**config.mk**
```make
export PLATFORM = sky130hd
export DESIGN_NAME = if_stage_flat
export DESIGN_NICKNAME = d
export VERILOG_FILES = /design/src/rtl/if_stage_if.sv /design/src/rtl/if_stage.sv /design/src/flat_wrapper.sv
export SDC_FILE = /design/constraint.sdc
export NUM_CORES = 1
export LEC_CHECK = 0
export BUFFER_PORTS_ARGS = -buffer_cell sky130_fd_sc_hd__buf_4
export CORE_ASPECT_RATIO = 0.6
export CORE_MARGIN = 4
export CORE_UTILIZATION = 46
export DETAILED_ROUTE_END_ITERATION = 16
export MAX_ROUTING_LAYER = met4
export PLACE_DENSITY = 0.78
export SYNTH_ARGS = -nofsm -noshare
export SYNTH_HDL_FRONTEND = slang
export SYNTH_SLANG_ARGS = --single-unit
```
**constraint.sdc**
```tcl
create_clock -name clk -period 2.9 [get_ports clk]
set_clock_uncertainty 0.2 [all_clocks]
set_input_delay 0.29 -clock clk [delete_from_list [all_inputs] [get_ports clk]]
set_output_delay 0.29 -clock clk [all_outputs]
set_load 0.03 [all_outputs]
```
**src/rtl/if_stage_if.sv**
```systemverilog
// Instruction-memory request/acknowledge bundle between the fetch stage and imem.
// The fetch stage is the master. imem_addr must stay stable while imem_req is high and no ack has arrived.
interface if_stage_if #(
    parameter int ADDR_W  = 32,
    parameter int INSTR_W = 32
);
    logic               imem_req;
    logic [ADDR_W-1:0]  imem_addr;
    logic               imem_ack;
    logic [INSTR_W-1:0] imem_rdata;

    modport master (
        output imem_req,
        output imem_addr,
        input  imem_ack,
        input  imem_rdata
    );

    modport slave (
        input  imem_req,
        input  imem_addr,
        output imem_ack,
        output imem_rdata
    );
endinterface

```
**src/rtl/if_stage.sv**
```systemverilog
// Instruction-fetch stage. Owns the PC and fetches over a req/ack handshake.
// It drives the IF/ID register and supports freeze, branch redirect with flush,
// and variable-latency memory.
// A skid buffer catches a word that arrives while the stage is frozen.
// A discard state drains a fetch that became stale because of a redirect.
module if_stage #(
    parameter int               ADDR_W   = 32,
    parameter int               INSTR_W  = 32,
    parameter logic [ADDR_W-1:0] RESET_PC = '0
) (
    input  logic                clk,
    input  logic                rst_n,
    if_stage_if.master          imem,
    input  logic                freeze,
    input  logic                br_taken,
    input  logic [ADDR_W-1:0]   br_addr,
    output logic [ADDR_W-1:0]   if_pc,
    output logic [INSTR_W-1:0]  if_instr,
    output logic                if_valid
);

    localparam logic [1:0] S_REQ     = 2'd0;
    localparam logic [1:0] S_HELD    = 2'd1;
    localparam logic [1:0] S_DISCARD = 2'd2;

    logic [1:0]         r_state;
    logic [ADDR_W-1:0]  r_pc;
    logic [ADDR_W-1:0]  r_req_addr;
    logic [INSTR_W-1:0] r_held_instr;
    logic [ADDR_W-1:0]  r_held_pc;
    logic [ADDR_W-1:0]  r_if_pc;
    logic [INSTR_W-1:0] r_if_instr;
    logic               r_if_valid;

    logic [1:0]         w_state_next;
    logic [ADDR_W-1:0]  w_pc_next;
    logic [ADDR_W-1:0]  w_req_addr_next;
    logic [INSTR_W-1:0] w_held_instr_next;
    logic [ADDR_W-1:0]  w_held_pc_next;
    logic [ADDR_W-1:0]  w_if_pc_next;
    logic [INSTR_W-1:0] w_if_instr_next;
    logic               w_if_valid_next;

    logic               w_req;
    logic               w_ack;
    logic [ADDR_W-1:0]  w_req_inc;

    // A request is outstanding in every state except HELD.
    // It is forced low while reset is asserted.
    assign w_req          = rst_n && (r_state != S_HELD);
    assign w_ack          = w_req && imem.imem_ack;
    assign w_req_inc      = r_req_addr + ADDR_W'(4);

    assign imem.imem_req  = w_req;
    assign imem.imem_addr = r_req_addr;

    assign if_pc    = r_if_pc;
    assign if_instr = r_if_instr;
    assign if_valid = r_if_valid;

    // Next-state logic. A redirect outranks freeze. Otherwise freeze holds the IF/ID register and the PC.
    always_comb begin
        w_state_next      = r_state;
        w_pc_next         = r_pc;
        w_req_addr_next   = r_req_addr;
        w_held_instr_next = r_held_instr;
        w_held_pc_next    = r_held_pc;
        w_if_pc_next      = r_if_pc;
        w_if_instr_next   = r_if_instr;
        w_if_valid_next   = r_if_valid;

        if (br_taken) begin
            // Flush IF/ID and retarget the PC. How the in-flight request is handled depends on the state.
            w_if_pc_next    = '0;
            w_if_instr_next = '0;
            w_if_valid_next = 1'b0;
            w_pc_next       = br_addr;
            case (r_state)
                S_REQ: begin
                    if (w_ack) begin
                        w_req_addr_next = br_addr;
                    end else begin
                        w_state_next = S_DISCARD;
                    end
                end
                S_HELD: begin
                    w_held_instr_next = '0;
                    w_held_pc_next    = '0;
                    w_req_addr_next   = br_addr;
                    w_state_next      = S_REQ;
                end
                default: begin
                    // Already discarding: the stale fetch keeps draining.
                    // pc takes the newest target.
                    w_state_next = S_DISCARD;
                end
            endcase
        end else begin
            case (r_state)
                S_REQ: begin
                    if (w_ack && !freeze) begin
                        w_if_pc_next    = w_req_inc;
                        w_if_instr_next = imem.imem_rdata;
                        w_if_valid_next = 1'b1;
                        w_pc_next       = w_req_inc;
                        w_req_addr_next = w_req_inc;
                    end else if (w_ack) begin
                        w_held_instr_next = imem.imem_rdata;
                        w_held_pc_next    = w_req_inc;
                        w_state_next      = S_HELD;
                    end else if (!freeze) begin
                        w_if_pc_next    = '0;
                        w_if_instr_next = '0;
                        w_if_valid_next = 1'b0;
                    end
                end
                S_HELD: begin
                    if (!freeze) begin
                        w_if_pc_next    = r_held_pc;
                        w_if_instr_next = r_held_instr;
                        w_if_valid_next = 1'b1;
                        w_pc_next       = w_req_inc;
                        w_req_addr_next = w_req_inc;
                        w_state_next    = S_REQ;
                    end
                end
                S_DISCARD: begin
                    if (w_ack) begin
                        w_req_addr_next = r_pc;
                        w_state_next    = S_REQ;
                    end
                    if (!freeze) begin
                        w_if_pc_next    = '0;
                        w_if_instr_next = '0;
                        w_if_valid_next = 1'b0;
                    end
                end
                default: begin
                    w_state_next = S_REQ;
                end
            endcase
        end
    end

    // State registers. Reset is asynchronous and abandons any in-flight transaction.
    always_ff @(posedge clk or negedge rst_n) begin
        if (!rst_n) begin
            r_state      <= S_REQ;
            r_pc         <= RESET_PC;
            r_req_addr   <= RESET_PC;
            r_held_instr <= '0;
            r_held_pc    <= '0;
            r_if_pc      <= '0;
            r_if_instr   <= '0;
            r_if_valid   <= 1'b0;
        end else begin
            r_state      <= w_state_next;
            r_pc         <= w_pc_next;
            r_req_addr   <= w_req_addr_next;
            r_held_instr <= w_held_instr_next;
            r_held_pc    <= w_held_pc_next;
            r_if_pc      <= w_if_pc_next;
            r_if_instr   <= w_if_instr_next;
            r_if_valid   <= w_if_valid_next;
        end
    end

endmodule

```
**src/flat_wrapper.sv**
```systemverilog
// flat-port wrapper written by rule: the top's interface ports become plain ports
module if_stage_flat 
#(
    parameter int               ADDR_W   = 32,
    parameter int               INSTR_W  = 32,
    parameter logic [ADDR_W-1:0] RESET_PC = '0
)
  (clk, rst_n, freeze, br_taken, br_addr, if_pc, if_instr, if_valid, imem_imem_req, imem_imem_addr, imem_imem_ack, imem_imem_rdata);
  if_stage_if #(.ADDR_W(ADDR_W), .INSTR_W(INSTR_W)) imem_i ();
  input  logic clk;
  input  logic rst_n;
  input  logic freeze;
  input  logic br_taken;
  input  logic [ADDR_W-1:0] br_addr;
  output logic [ADDR_W-1:0] if_pc;
  output logic [INSTR_W-1:0] if_instr;
  output logic if_valid;
  output wire logic [$bits(imem_i.imem_req)-1:0] imem_imem_req;
  output wire logic [$bits(imem_i.imem_addr)-1:0] imem_imem_addr;
  input wire logic [$bits(imem_i.imem_ack)-1:0] imem_imem_ack;
  input wire logic [$bits(imem_i.imem_rdata)-1:0] imem_imem_rdata;
  assign imem_imem_req = imem_i.imem_req;
  assign imem_imem_addr = imem_i.imem_addr;
  assign imem_i.imem_ack = imem_imem_ack;
  assign imem_i.imem_rdata = imem_imem_rdata;
  if_stage #(.ADDR_W(ADDR_W), .INSTR_W(INSTR_W), .RESET_PC(RESET_PC)) u_core (.clk(clk), .rst_n(rst_n), .imem(imem_i), .freeze(freeze), .br_taken(br_taken), .br_addr(br_addr), .if_pc(if_pc), .if_instr(if_instr), .if_valid(if_valid));
endmodule
```
==> results_dict.tcl <==
set metrics [dict create \
    tns_ns 0 \
    post_synth.cell_area_avg_sq_um 9.67 \
    clk_path_buf_depth 2 \
    port_buffers 166 \
    synth_top_area_cell "dfrtp_1" \
    slew_headroom 0.160 \
    cts_num_sinks 195 \
    numCtsBuffers 17 \
    track_usage 0.276 \
    leakagePower_nw 5.59 \
    worstSetupStartpointType "flop" \
    layout.nets 1286 \
    drc 0 \
    final.min_clock_period_ns 2.75 \
    post-dp-hpwl_mm 21.3 \
    synth_seq_area_share 0.500 \
    critPathKind "reg -> reg" \
    path_clk_slew_ns 0.07 \
    grt_pass1_vias 9183 \
    h-tree-depth 4 \
    synth.area.top_cells "dfrtp_1, o21ai_0, nand2_1, a222oi_1, a21oi_1" \
    rsz0062_at_grt "no" \
    hold_path.class "in -> reg" \
    num-fill-cells 1639 \
    drv_slew 0 \
    drive_gt1_frac 0.218 \
    antenna_cells 0 \
    drt_first_iter_violations 1218 \
    yosys_register_bits 195 \
    whs_ns 0.0201 \
    fmax_mhz 364 \
    placed_area_sq_um 11400 \
    grt_overflow 0 \
    ir_drop_mv 0.641 \
    ys_warn_count 0 \
    grt_max_degree 191 \
    drt_wl_total_mm 31.7 \
    start_util 0.478 \
    coreArea_sq_um 20400 \
    die_w_um 196 \
    io_pins 167 \
    cp.required_ns 3.02 \
    cap_viol_max_count 0 \
    fin_crit_sh 0.948 \
    tightest_slew_ns 1.26 \
    grt_pass1_wl_mm 50.9 \
    netlist_area_sq_um 9770 \
    stdcell_area_sq_um 12600 \
    antenna_found_initial 0 \
    cp_max_fo 8 \
    outcome "complete, no violations" \
    cts_tree "done" \
    synth.distinct_cells 70 \
    rows 40 \
    setup_viol 0 \
    arrival_ns 2.87 \
    synth_top_area_share 0.500 \
    antenna_left 0 \
    drt_first_pass_iters 6 \
    syn_to_final_growth_pct 29.1 \
    endpoint_kind "flop" \
    vias_per_cell 6.25 \
    powerDensity_nw_per_um2 843 \
    async_reset_ff_frac 1.00 \
    cts-root-buf "clkbuf_16" \
    final_cell_mix "buf_4, dfrtp_1, nand2_1" \
    synth_edf_count 0 \
    synthCells 1010 \
    syn-num-nets 1084 \
    vias 9364 \
    synth_ff_type "dfrtp_1" \
    clk_latency_ns 0.44 \
    layout.cells.non_filler 1498 \
    die_area_sq_um 23700 \
    hold_viol_final 0 \
    routedWlPerCell_um 21.2 \
    die_y_um 121 \
    dp.cells 1407 \
    mostFrequentLayoutCell "buf_4" \
    gp_congestion 0.935 \
]
[routing by layer]
layer	track usage	vias up	part of all wire
met2	0.377	545	0.42
met3	0.0918	37	0.12
li1	-	4203	-
met4	0.0654	0	0.016
met5	-	-	0
met1	0.397	4579	0.44
[power by group]
part	leakage, nW	switching [mW]	internal, mW
Combinational	2.76	2.46	1.49
Sequential	2.53	0.715	3.48
Clock	0.303	1.08	1.40
[cells by family (layout without fill, tap and decap cells)]
kind of cell | Yosys count | count (layout) | share of synthesized area
AOI/OAI and AO/OA | 398 | 398 | 0.277
xor gates and xnor gates | 23 | 23 | 0.0206
adders and majority gates | 5 | 5 | 0.00640
buffers and inverters | 111 | 326 | 0.0514
DFF | 195 | 195 | 0.500
muxes | 18 | 18 | 0.0188
and+or+nand+nor | 260 | 260 | 0.126
[path summary, 6_finish.rpt]
check	startpoint	cells after the start	endpoint	slack, ns
max	u_core.imem.imem_addr[2]	5	u_core.r_pc[23]	0.15
min	br_addr[22]	3	u_core.r_pc[22]	0.02
max reg2reg	u_core.imem.imem_addr[2]	5	u_core.r_pc[23]	0.15
min reg2reg	u_core.r_held_pc[6]	2	u_core.r_held_pc[6]	0.28
max in group asynchronous	rst_n	3	u_core.if_instr[24]	1.11
min in group asynchronous	rst_n	2	u_core.if_pc[2]	0.09
[flip-flops by register name, summed over array words and instances, names as in the netlist]
name,cells
u_core.if_valid,1
u_core.r_held_pc,32
u_core.r_state,2
u_core.if_pc,32
u_core.imem.imem_addr,32
u_core.r_pc,32
u_core.r_held_instr,32
u_core.if_instr,32
[metrics by stage]
stage | worst slack, ns | util | total power, mW
2_1_floorplan | 0.481 | - | 6.47
3_3_place_gp | 0.283 | 0.558 | 7.92
3_5_place_dp | 0.200 | 0.558 | 8.02
4_1_cts | 0.173 | 0.617 | 10.6
5_1_grt | 0.0176 | 0.618 | 11.2
6_report | 0.151 | 0.618 | 10.6
[Yosys cell counts, drive strengths merged, types with 8 or more instances]
library cell and n:
a22o 38, nor2 37, dfrtp 195, a221o 11
a31oi 10, o22ai 26, xnor2 18, o21ai 118
nor4 8, a22oi 18, buf 14, clkbuf 68
nand2 127, nand3 24, nand4 9, a21oi 74
a222oi 40, o31a 13, nor3 20, inv 28
mux2i 15
[critical path: stages (launching register included)]
cell	delay [ns]
dfrtp_1	0.51
nand4_1	0.49
or2_2	0.56
nor4_4	0.45
mux2i_1	0.14
a221o_1	0.28
[repair_timing]
item	4_1_cts	5_1_grt
endpoints found under the hold margin	92	0
hold buffers	59	0
endpoints found under the setup margin	0	4
buffers inserted	0	0
resized for setup	0	3
[final cells by class]
cell class,count,area (sq um),area share
inverter,29,109,0.00863
sequential,195,4880,0.387
tap,273,342,0.0271
timing repair buffer,265,2210,0.175
multi-input combinational,704,4470,0.354
clock buffer,19,453,0.0359
clock inverter,13,158,0.0125
No activity file was read; power rests on OpenSTA's default activity.
